`config.mk`:
```
export PLATFORM = sky130hd
export DESIGN_NAME = mips_cpu_hilo_ctrl
export DESIGN_NICKNAME = d
export VERILOG_FILES = /design/src/rtl/mips_cpu_hilo_pkg.sv /design/src/rtl/mips_cpu_hilo_ctrl.sv
export SDC_FILE = /design/constraint.sdc
export NUM_CORES = 1
export LEC_CHECK = 0
export CORE_MARGIN = 2
export CORE_UTILIZATION = 42
export CTS_CLUSTER_DIAMETER = 200
export DETAILED_ROUTE_END_ITERATION = 10
export GPL_TIMING_DRIVEN = 0
export PLACE_DENSITY_LB_ADDON = 0.1
export SETUP_SLACK_MARGIN = 0.1
export SLEW_MARGIN = 10
export SYNTH_ARGS = -nofsm -noshare
export SYNTH_HDL_FRONTEND = slang
export SYNTH_SLANG_ARGS = --single-unit
export TNS_END_PERCENT = 10
```
`constraint.sdc`:
```
create_clock -name clk -period 3.1 [get_ports clk]
set_input_delay 0.62 -clock clk [delete_from_list [all_inputs] [get_ports clk]]
set_output_delay 0.62 -clock clk [all_outputs]
set_load 0.01 [all_outputs]
```
`src/rtl/mips_cpu_hilo_pkg.sv`:
```
// Shared constants and types for the HI/LO instruction controller.
package mips_cpu_hilo_pkg;

  // Instruction funct codes for the HI/LO-class instructions
  localparam logic [5:0] FUNCT_NONE  = 6'b000000;
  localparam logic [5:0] FUNCT_MFHI  = 6'b010000;
  localparam logic [5:0] FUNCT_MTHI  = 6'b010001;
  localparam logic [5:0] FUNCT_MFLO  = 6'b010010;
  localparam logic [5:0] FUNCT_MTLO  = 6'b010011;
  localparam logic [5:0] FUNCT_MULT  = 6'b011000;
  localparam logic [5:0] FUNCT_MULTU = 6'b011001;
  localparam logic [5:0] FUNCT_DIV   = 6'b011010;
  localparam logic [5:0] FUNCT_DIVU  = 6'b011011;

  // Cycles a multiply holds its operands on the unit, and the divide watchdog limit
  localparam int MUL_HOLD    = 3;
  localparam int DIV_TIMEOUT = 40;

  // Shared counter for the multiply hold and the divide watchdog
  localparam int CNT_W = 6;
  localparam logic [CNT_W-1:0] MUL_LAST     = CNT_W'(MUL_HOLD - 1);
  localparam logic [CNT_W-1:0] TIMEOUT_LAST = CNT_W'(DIV_TIMEOUT - 1);

  typedef enum logic [2:0] {
    ST_IDLE      = 3'd0,
    ST_MUL       = 3'd1,
    ST_DIV_START = 3'd2,
    ST_DIV_RUN   = 3'd3,
    ST_DIV_FIN   = 3'd4
  } hilo_state_e;

endpackage

```
`src/rtl/mips_cpu_hilo_ctrl.sv`:
```
// Decode-side controller for MFHI/MFLO/MTHI/MTLO/MULT/MULTU/DIV/DIVU.
// It sequences the external HI/LO unit, which sits beside this block at
// CPU top level. Multiplies and divides retire at acceptance; later
// HI/LO-class requests stall until the unit is idle again.
module mips_cpu_hilo_ctrl
  import mips_cpu_hilo_pkg::*;
(
  input  logic        clk,
  input  logic        reset,
  input  logic        req_valid,
  input  logic [5:0]  req_funct,
  input  logic [31:0] req_rs,
  input  logic [31:0] req_rt,
  output logic        stall,
  output logic [31:0] rd_data,
  output logic        rd_valid,
  output logic        busy,
  output logic        err_timeout,
  output logic [5:0]  hl_opcode,
  output logic [31:0] hl_a,
  output logic [31:0] hl_b,
  output logic        hl_valid_in,
  input  logic        hl_valid_out,
  input  logic [31:0] hl_hi,
  input  logic [31:0] hl_lo
);

  hilo_state_e      r_state;
  hilo_state_e      w_nextState;
  logic [CNT_W-1:0] r_cnt;
  logic [CNT_W-1:0] w_nextCnt;
  logic [5:0]       r_opcode;
  logic [31:0]      r_a;
  logic [31:0]      r_b;
  logic             r_errTimeout;
  logic             w_loadOps;
  logic             w_setErr;

  assign err_timeout = r_errTimeout;

  // Next-state and output decode; all outputs are held inert while reset is low
  always_comb begin
    w_nextState = r_state;
    w_nextCnt   = r_cnt;
    w_loadOps   = 1'b0;
    w_setErr    = 1'b0;
    stall       = 1'b0;
    rd_data     = 32'h0;
    rd_valid    = 1'b0;
    busy        = 1'b0;
    hl_opcode   = FUNCT_NONE;
    hl_a        = 32'h0;
    hl_b        = 32'h0;
    hl_valid_in = 1'b0;
    if (reset) begin
      case (r_state)
        ST_IDLE: begin
          if (req_valid) begin
            case (req_funct)
              FUNCT_MTHI, FUNCT_MTLO: begin
                hl_opcode = req_funct;
                hl_a      = req_rs;
              end
              FUNCT_MFHI: begin
                rd_data  = hl_hi;
                rd_valid = 1'b1;
              end
              FUNCT_MFLO: begin
                rd_data  = hl_lo;
                rd_valid = 1'b1;
              end
              FUNCT_MULT, FUNCT_MULTU: begin
                w_loadOps   = 1'b1;
                w_nextCnt   = '0;
                w_nextState = ST_MUL;
              end
              FUNCT_DIV, FUNCT_DIVU: begin
                if (req_rt != 32'h0) begin
                  w_loadOps   = 1'b1;
                  w_nextCnt   = '0;
                  w_nextState = ST_DIV_START;
                end
              end
              default: begin
              end
            endcase
          end
        end
        ST_MUL: begin
          busy      = 1'b1;
          stall     = req_valid;
          hl_opcode = r_opcode;
          hl_a      = r_a;
          hl_b      = r_b;
          if (r_cnt == MUL_LAST) begin
            w_nextCnt   = '0;
            w_nextState = ST_IDLE;
          end else begin
            w_nextCnt = r_cnt + 1'b1;
          end
        end
        ST_DIV_START: begin
          busy        = 1'b1;
          stall       = req_valid;
          hl_opcode   = r_opcode;
          hl_a        = r_a;
          hl_b        = r_b;
          hl_valid_in = 1'b1;
          w_nextCnt   = r_cnt + 1'b1;
          w_nextState = ST_DIV_RUN;
        end
        ST_DIV_RUN: begin
          busy      = 1'b1;
          stall     = req_valid;
          hl_opcode = r_opcode;
          hl_a      = r_a;
          hl_b      = r_b;
          if (hl_valid_out) begin
            w_nextCnt   = '0;
            w_nextState = ST_DIV_FIN;
          end else if (r_cnt == TIMEOUT_LAST) begin
            w_nextCnt   = '0;
            w_setErr    = 1'b1;
            w_nextState = ST_IDLE;
          end else begin
            w_nextCnt = r_cnt + 1'b1;
          end
        end
        ST_DIV_FIN: begin
          busy        = 1'b1;
          stall       = req_valid;
          hl_opcode   = r_opcode;
          hl_a        = r_a;
          hl_b        = r_b;
          w_nextState = ST_IDLE;
        end
        default: begin
          w_nextState = ST_IDLE;
        end
      endcase
    end
  end

  // State, counter, latched operands and the sticky watchdog flag
  always_ff @(posedge clk) begin
    if (!reset) begin
      r_state      <= ST_IDLE;
      r_cnt        <= '0;
      r_opcode     <= FUNCT_NONE;
      r_a          <= 32'h0;
      r_b          <= 32'h0;
      r_errTimeout <= 1'b0;
    end else begin
      r_state <= w_nextState;
      r_cnt   <= w_nextCnt;
      if (w_loadOps) begin
        r_opcode <= req_funct;
        r_a      <= req_rs;
        r_b      <= req_rt;
      end
      if (w_setErr) begin
        r_errTimeout <= 1'b1;
      end
    end
  end

endmodule

```
==> results of run 1 <==
[synth_stat cells (all sizes together)]
cell,count
and4,1
a221oi,1
nor4bb,1
nor3b,1
or3,4
nor2b,3
nor3,4
buf,23
and3,3
inv,11
clkbuf,23
nor4,9
o22ai,1
nand4,2
nand3,38
a21oi,35
o221ai,3
o31ai,1
o311ai,1
o311a,1
nand2b,4
nand2,135
nor2,81
o21ai,6
mux2i,33
ha,2
dfxtp,80
o21bai,1
a31oi,2
nand3b,1
o21a,2
and2,39
a22oi,33
a41oi,2
or4,1
[state kept, by name (all words and copies together), names as in the netlist]
register	flops
err_timeout	1
r_cnt	6
r_state	3
r_opcode	6
r_b	32
r_a	32
[where the power goes]
| group | internal [W] | switching (W) | leakage (nW) |
|---|---|---|---|
| logic | 0.000200 | 0.000130 | 2.40 |
| registers | 0.00104 | 0.00000490 | 0.645 |
| clock network | 0.000541 | 0.000402 | 0.121 |
| total | 0.00178 | 0.000537 | 3.17 |
[per-layer routing]
metal / up-vias / part of all wire / track usage
met5: - / 0 / 0
met4: 0 / 0.018 / 0.09238
met3: 19 / 0.061 / 0.04947
met2: 196 / 0.54 / 0.4926
met1: 2356 / 0.38 / 0.2908
li1: 2511 / - / -
[what timing repair did]
action / in CTS / in global routing
setup buffers: 3 / 6
endpoints found under the setup margin: 105 / 105
pin swaps: 4 / 10
gates resized for setup: 234 / 71
gates cloned: 1 / 5
hold endpoints to repair: 0 / 0
[through the flow]
step | hold WS (ns) | setup TNS (ns) | area [µm²] | utilization
5_1_grt | 0.4721 | -0.008699 | 7422 | 0.7524
2_1_floorplan | 0.4295 | 0 | 4310 | -
3_3_place_gp | 0.4369 | -53.31 | 6899 | 0.6994
4_1_cts | 0.4543 | -0.09344 | 7114 | 0.7212
3_5_place_dp | 0.4415 | -53.92 | 6899 | 0.6994
6_report | 0.4531 | 0 | 7422 | 0.7524
[tightest hold or removal path: stages, from the launching register on]
cell     delay (ns)
dfxtp_1        0.31
nand3_1        0.06
nand2_1        0.04
[area by class of cell]
type                            count  area (µm²)  area share
Tap cell                          133       166.4     0.02242
Buffer                             46       327.8     0.04417
Timing Repair Buffer              257        2475      0.3334
Clock buffer                       10       127.6     0.01719
Sequential cell                    80        1602      0.2158
Clock inverter                      6       116.4     0.01568
Inverter                           11       41.29    0.005563
Multi-Input combinational cell    451        2566      0.3458
[cells in the final DEF (no fill, tap or decap), drive strengths merged, types with 2 or more instances in the layout]
| cell type | synthesis | routed |
|---|---|---|
| a21oi | 35 | 35 |
| a22oi | 33 | 33 |
| a31oi | 2 | 2 |
| a41oi | 2 | 2 |
| and2 | 39 | 39 |
| and3 | 3 | 3 |
| buf | 23 | 75 |
| bufinv | 0 | 3 |
| clkbuf | 23 | 35 |
| clkdlybuf4s15 | 0 | 25 |
| clkdlybuf4s50 | 0 | 168 |
| clkinv | 0 | 2 |
| dfxtp | 80 | 80 |
| dlygate4sd2 | 0 | 6 |
| dlymetal6s2s | 0 | 4 |
| ha | 2 | 2 |
| inv | 11 | 12 |
| mux2i | 33 | 33 |
| nand2 | 135 | 135 |
| nand2b | 4 | 4 |
| nand3 | 38 | 38 |
| nand4 | 2 | 2 |
| nor2 | 81 | 81 |
| nor2b | 3 | 3 |
| nor3 | 4 | 4 |
| nor4 | 9 | 9 |
| o21a | 2 | 2 |
| o21ai | 6 | 6 |
| o221ai | 3 | 3 |
| or3 | 4 | 4 |
[cell families (layout without fill, tap and decap cells)]
group / count (synthesis) / count (layout) / share of synthesized area
AO/OA/AOI/OAI: 89 / 89 / 0.1361
multiplexers: 33 / 33 / 0.07663
flip-flops: 80 / 80 / 0.3716
buffers and inverters: 57 / 330 / 0.06705
AND/OR/NAND/NOR: 327 / 327 / 0.3428
adder cells (fa/ha/maj): 2 / 2 / 0.005805
[final timing paths]
kind,from,to,depth (start not counted)
min,r_b[1],r_b[1],2
min reg2reg,r_b[1],r_b[1],2
max reg2reg,r_state[2],r_b[26],7
max,r_state[1],hl_b[1],8
==> key figures, run 1 <==
Run status
  • Status: finished, final reports clean

Timing
  • Pins Over Slew Limit: 0
  • Final hold violation count: 0
  • Fin Clk Skew: between 0.006 and 0.007 ns
  • Tightest Pin Transition: 0.6839 ns
  • Tcrit/Tclk final: 0.9772
  • Final Worst Setup Slack: approximately 0.071 ns
  • F_max: 0.3301 GHz
  • Unrepaired setup endpoints after global routing: true
  • Rel. slew slack: 0.5441
  • Final setup violation count: 0
  • Fin crit period: just over 3 ns

Critical path
  • Cell chain of the critical path: buf_2 > o21a_2 > nor3_4 > buf_4 > buf_4 > buf_4 > and2_1 > clkdlybuf4s50_1
  • WP data required: ~2.5 ns
  • CP top delay family: buffers and inverters
  • Top cell by count, worst path: buf_4
  • Worst Setup End Kind: output pin
  • Crit path arrival time: between 2 and 2.5 ns
  • Crit path buf inv count: 5
  • Startpoint types: register
  • CP max-delay cell: clkdlybuf4s50_1
  • FF-to-FF setup slack: 1.13 ns
  • Kind of critical path: register to output pin
  • CP max FO: 10
  • Delay of the slowest cell on the worst path: 0.56 ns

Die
  • CORE AREA: 9864 µm²
  • Die X: about 110 µm
  • I/O pin count: 245
  • Die area: 11090 µm²
  • Initial Utilization: 0.4370
  • Row count: 36
  • Chip height: between 100 and 150 µm

Synth
  • Unique masters post-synth: 40
  • Synth area leader: dfxtp_1
  • Net Count, Synth: 728
  • Area fraction of the dominant cell type after synthesis: 0.3716
  • YS warnings: 0
  • Mapped Area: 4310 µm²
  • Syn_area_per_cell: about 7.3 µm²
  • Yosys reg bits: 80
  • Sequential area share after synthesis: 0.3716
  • Post-synthesis cell count: 588
  • Area contributors post-synth: dfxtp_1 (37%), nand2_1 (12%), mux2i_1 (7.7%), nor2_1 (7.1%), a22oi_1 (5.7%)

Finish
  • Area grow syn2layout: 72.19%
  • Nets: 996
  • Fin cells: 994
  • Layout cell share with drive strength beyond 1: 0.1649
  • # fillers: 760
  • Antenna diode count: 0

Placed design
  • PortBufs: 242
  • Detailed Place HPWL: roughly 12000 µm
  • Placer congestion estimate: 0.8287
  • Post-place setup slack: -0.9070 ns
  • Placed cells: between 900 and 1000

Route
  • DR iter-0 viols: 302
  • WL final: 15470 µm
  • Vias: approximately 5100
  • Post-DRT Antenna Nets: 0
  • Router iterations before antenna repair: 5
  • Drt wl/cell: 15.56 µm
  • Post-route DRC: 0
  • Routed vias/inst: 5.113

Flow run
  • Max Cap Viol: 0

Clock tree
  • Root Buffer Master: clkbuf_8
  • TritonCTS clock tree: built
  • CTS Buf Count: 9
  • Max Root-Sink Buffers: 2
  • Worst-Skew Late Latency: 0.36 ns
  • Clock transition at path regs: 0.08 ns
  • Clock sinks: 80
  • CTS H-tree lvls: 3
  • Hold_buf cts: 0

Pwr
  • PD cells: 311.8 nW/µm²
  • Peak supply drop: around 0.22 mV
  • Pleak: 3.169 nW
  • Power, Total: roughly 0.0023 W

Global route
  • Vias in the first global route: 4828
  • First-pass GRT wire length: 23260 µm
  • Initial antenna violation count: 0
  • Gr usage total: 0.2619
  • Largest net degree at the start of global routing: 15
  • Gr ovfl total: 0

Min path
  • Worst min path class: register to register
Note: power is estimated with default switching activity, not from simulation.
==> run 2: changes to the inputs <==
- GPL_TIMING_DRIVEN: 0 -> 1
==> key figures, run 2 (synthesis results as in run 1) <==
Clock tree
  • CTS Buf Count: 9 (unchanged)
  • Clock sinks: 80 (unchanged)
  • Root Buffer Master: clkbuf_8
  • Hold_buf cts: 0 (unchanged)
  • TritonCTS clock tree: built
  • CTS H-tree lvls: 3 (unchanged)
  • Worst-Skew Late Latency: 0.35 ns (about the same)
  • Clock transition at path regs: 0.07 ns (about the same)
  • Max Root-Sink Buffers: 2 (unchanged)

Timing
  • Tightest Pin Transition: 0.5031 ns (-0.1808 ns)
  • Final hold violation count: 0 (unchanged)
  • Pins Over Slew Limit: 0 (unchanged)
  • Final setup violation count: 0 (unchanged)
  • Tcrit/Tclk final: 0.9727 (-0.004455)
  • Final Worst Setup Slack: 0.08458 ns (+0.01381 ns)
  • Rel. slew slack: 0.6615 (+0.1174)
  • Unrepaired setup endpoints after global routing: true
  • Fin crit period: 3.015 ns (-0.01381 ns)
  • F_max: 0.3316 GHz (+0.46%)
  • Fin Clk Skew: 0.006542 ns (-0.0002670 ns)

Critical path
  • Crit path arrival time: 2.40 ns (about the same)
  • WP data required: 2.48 ns (about the same)
  • Kind of critical path: primary input to output pin
  • Delay of the slowest cell on the worst path: 0.41 ns (-0.15 ns)
  • CP Launch Point: req_funct[5]
  • Crit path buf inv count: 5 (unchanged)
  • Worst Setup End Kind: output pin
  • Cell chain of the critical path: clkdlybuf4s50_1 > nor3b_2 > buf_4 > nand2_4 > nor3_4 > buf_6 > buf_12 > a22oi_1 > nor2_1 > clkdlybuf4s15_2
  • Startpoint types: primary input
  • CP max-delay cell: clkdlybuf4s50_1
  • CP max FO: 17 (+7)
  • CP top delay family: buffers and inverters
  • Critical R2R Launch: r_state[2]

Die
  • Chip height: 105.3 µm (unchanged)
  • CORE AREA: 9864 µm² (unchanged)
  • Initial Utilization: 0.4370 (unchanged)
  • Die X: 105.3 µm (unchanged)
  • Die area: 11090 µm² (unchanged)
  • I/O pin count: 245 (unchanged)
  • Row count: 36 (unchanged)

Finish
  • Most common cell after layout, fill and taps aside: clkdlybuf4s50_1
  • Most frequent cells in the layout: clkdlybuf4s50_1 (173), nand2_1 (134), nor2_1 (78)
  • Area grow syn2layout: 60.32%
  • # fillers: 808 (+6.3%)
  • Top flop regs: r_a (32), r_b (32)
  • Fin cells: 964 (-3.0%)
  • Core Util, Final: 0.7005 (-0.05188)
  • Antenna diode count: 0 (unchanged)
  • Nets: 966 (-3.0%)
  • Layout cell share with drive strength beyond 1: 0.1564 (-0.008486)

Run status
  • Status: finished, final reports clean

Min path
  • Worst Hold Launch: r_b[11]
  • Worst min path class: register to register

Pwr
  • Peak supply drop: 0.1759 mV (-20%)
  • Pleak: 2.947 nW (-7.0%)
  • Power, Total: 0.002164 W (-6.5%)
  • PD cells: 313.1 nW/µm² (+0.42%)

Route
  • Post-route DRC: 0 (unchanged)
  • Vias: 4919 (-3.2%)
  • Routed vias/inst: 5.103 (-0.20%)
  • DR iter-0 viols: 238 (-21%)
  • Drt wl/cell: 15.20 µm (-2.3%)
  • WL final: 14650 µm (-5.3%)
  • Router iterations before antenna repair: 5 (unchanged)
  • Post-DRT Antenna Nets: 0 (unchanged)

Placed design
  • Placer congestion estimate: 0.8716 (+5.2%)
  • Detailed Place HPWL: 10770 µm (-7.6%)
  • PortBufs: 244 (+0.83%)
  • Placed cells: 943 (-2.1%)
  • Post-place setup slack: -0.3601 ns (+0.5468 ns)

Global route
  • Largest net degree at the start of global routing: 45 (+30)
  • Gr ovfl total: 0 (unchanged)
  • Vias in the first global route: 4874 (+0.95%)
  • Gr usage total: 0.2605 (-0.001317)
  • First-pass GRT wire length: 23490 µm (+1.0%)
  • Initial antenna violation count: 0 (unchanged)

Flow run
  • Max Cap Viol: 0 (unchanged)
## run 2: cell count changes in the layout (fill, tap and decap cells not counted), sizes merged
cell,delta
clkdlybuf4s15,-23
buf,-8
clkbuf,+6
dlygate4sd2,-6
clkdlybuf4s50,+5
dlymetal6s2s,-3
bufinv,-2
clkinvlp,+2
inv,-1
## run 2: layout make-up
cell class | instances | area (µm²) | area share
Multi-Input combinational cell | 451 | 2472 | 0.3578
Timing Repair Buffer | 273 | 2419 | 0.3500
Sequential cell | 80 | 1605 | 0.2323
Tap cell | 133 | 166.4 | 0.02408
Clock buffer | 11 | 151.4 | 0.02191
Clock inverter | 5 | 55.05 | 0.007967
Inverter | 11 | 41.29 | 0.005975
## run 2: power by group
| group | internal, W | switching (W) |
|---|---|---|
| clock | 0.000413 | 0.000388 |
| sequential | 0.00104 | 0.00000512 |
| combinational | 0.000200 | 0.000121 |
| total | 0.00165 | 0.000514 |
## run 2: metal layers
| layer | part of all wire | routed length, µm | vias to the layer above | track usage |
|---|---|---|---|---|
| met5 | 0 | 0 | - | 0 |
| met4 | 0.020 | 292 | 0 | 0.09048 |
| met3 | 0.062 | 908 | 23 | 0.06122 |
| met2 | 0.53 | 7790 | 188 | 0.4774 |
| met1 | 0.39 | 5662 | 2251 | 0.2930 |
| li1 | - | - | 2457 | - |
## run 2: worst min-delay path, cell delays in order, from the launching register on
cell     delay (ns)
dfxtp_1        0.31
nand2_1        0.05
a21oi_1        0.05
## run 2: final timing paths
path                   end  depth (start not counted)  slack, ns
hold / removal     r_b[11]                          2       0.45
setup / recovery  hl_a[19]                         10       0.08
hold reg to reg    r_b[11]                          2       0.45
setup reg to reg   r_b[15]                          7       0.92
## run 2: repair_timing
| action | CTS | global route |
|---|---|---|
| gates cloned | 1 | 1 |
| buffers inserted | 2 | 1 |
| resized for setup | 171 | 83 |
| pin swaps | 1 | 6 |
| endpoints found under the setup margin | 69 | 75 |
## run 2: per-stage QoR
stage	setup TNS [ns]	area (µm²)	hold slack, ns
5_1_grt	0	6910	0.4659
6_report	0	6910	0.4511
3_5_place_dp	-20.91	6917	0.4415
3_3_place_gp	-20.96	6917	0.4363
2_1_floorplan	0	4310	0.4295
4_1_cts	0	7000	0.4530
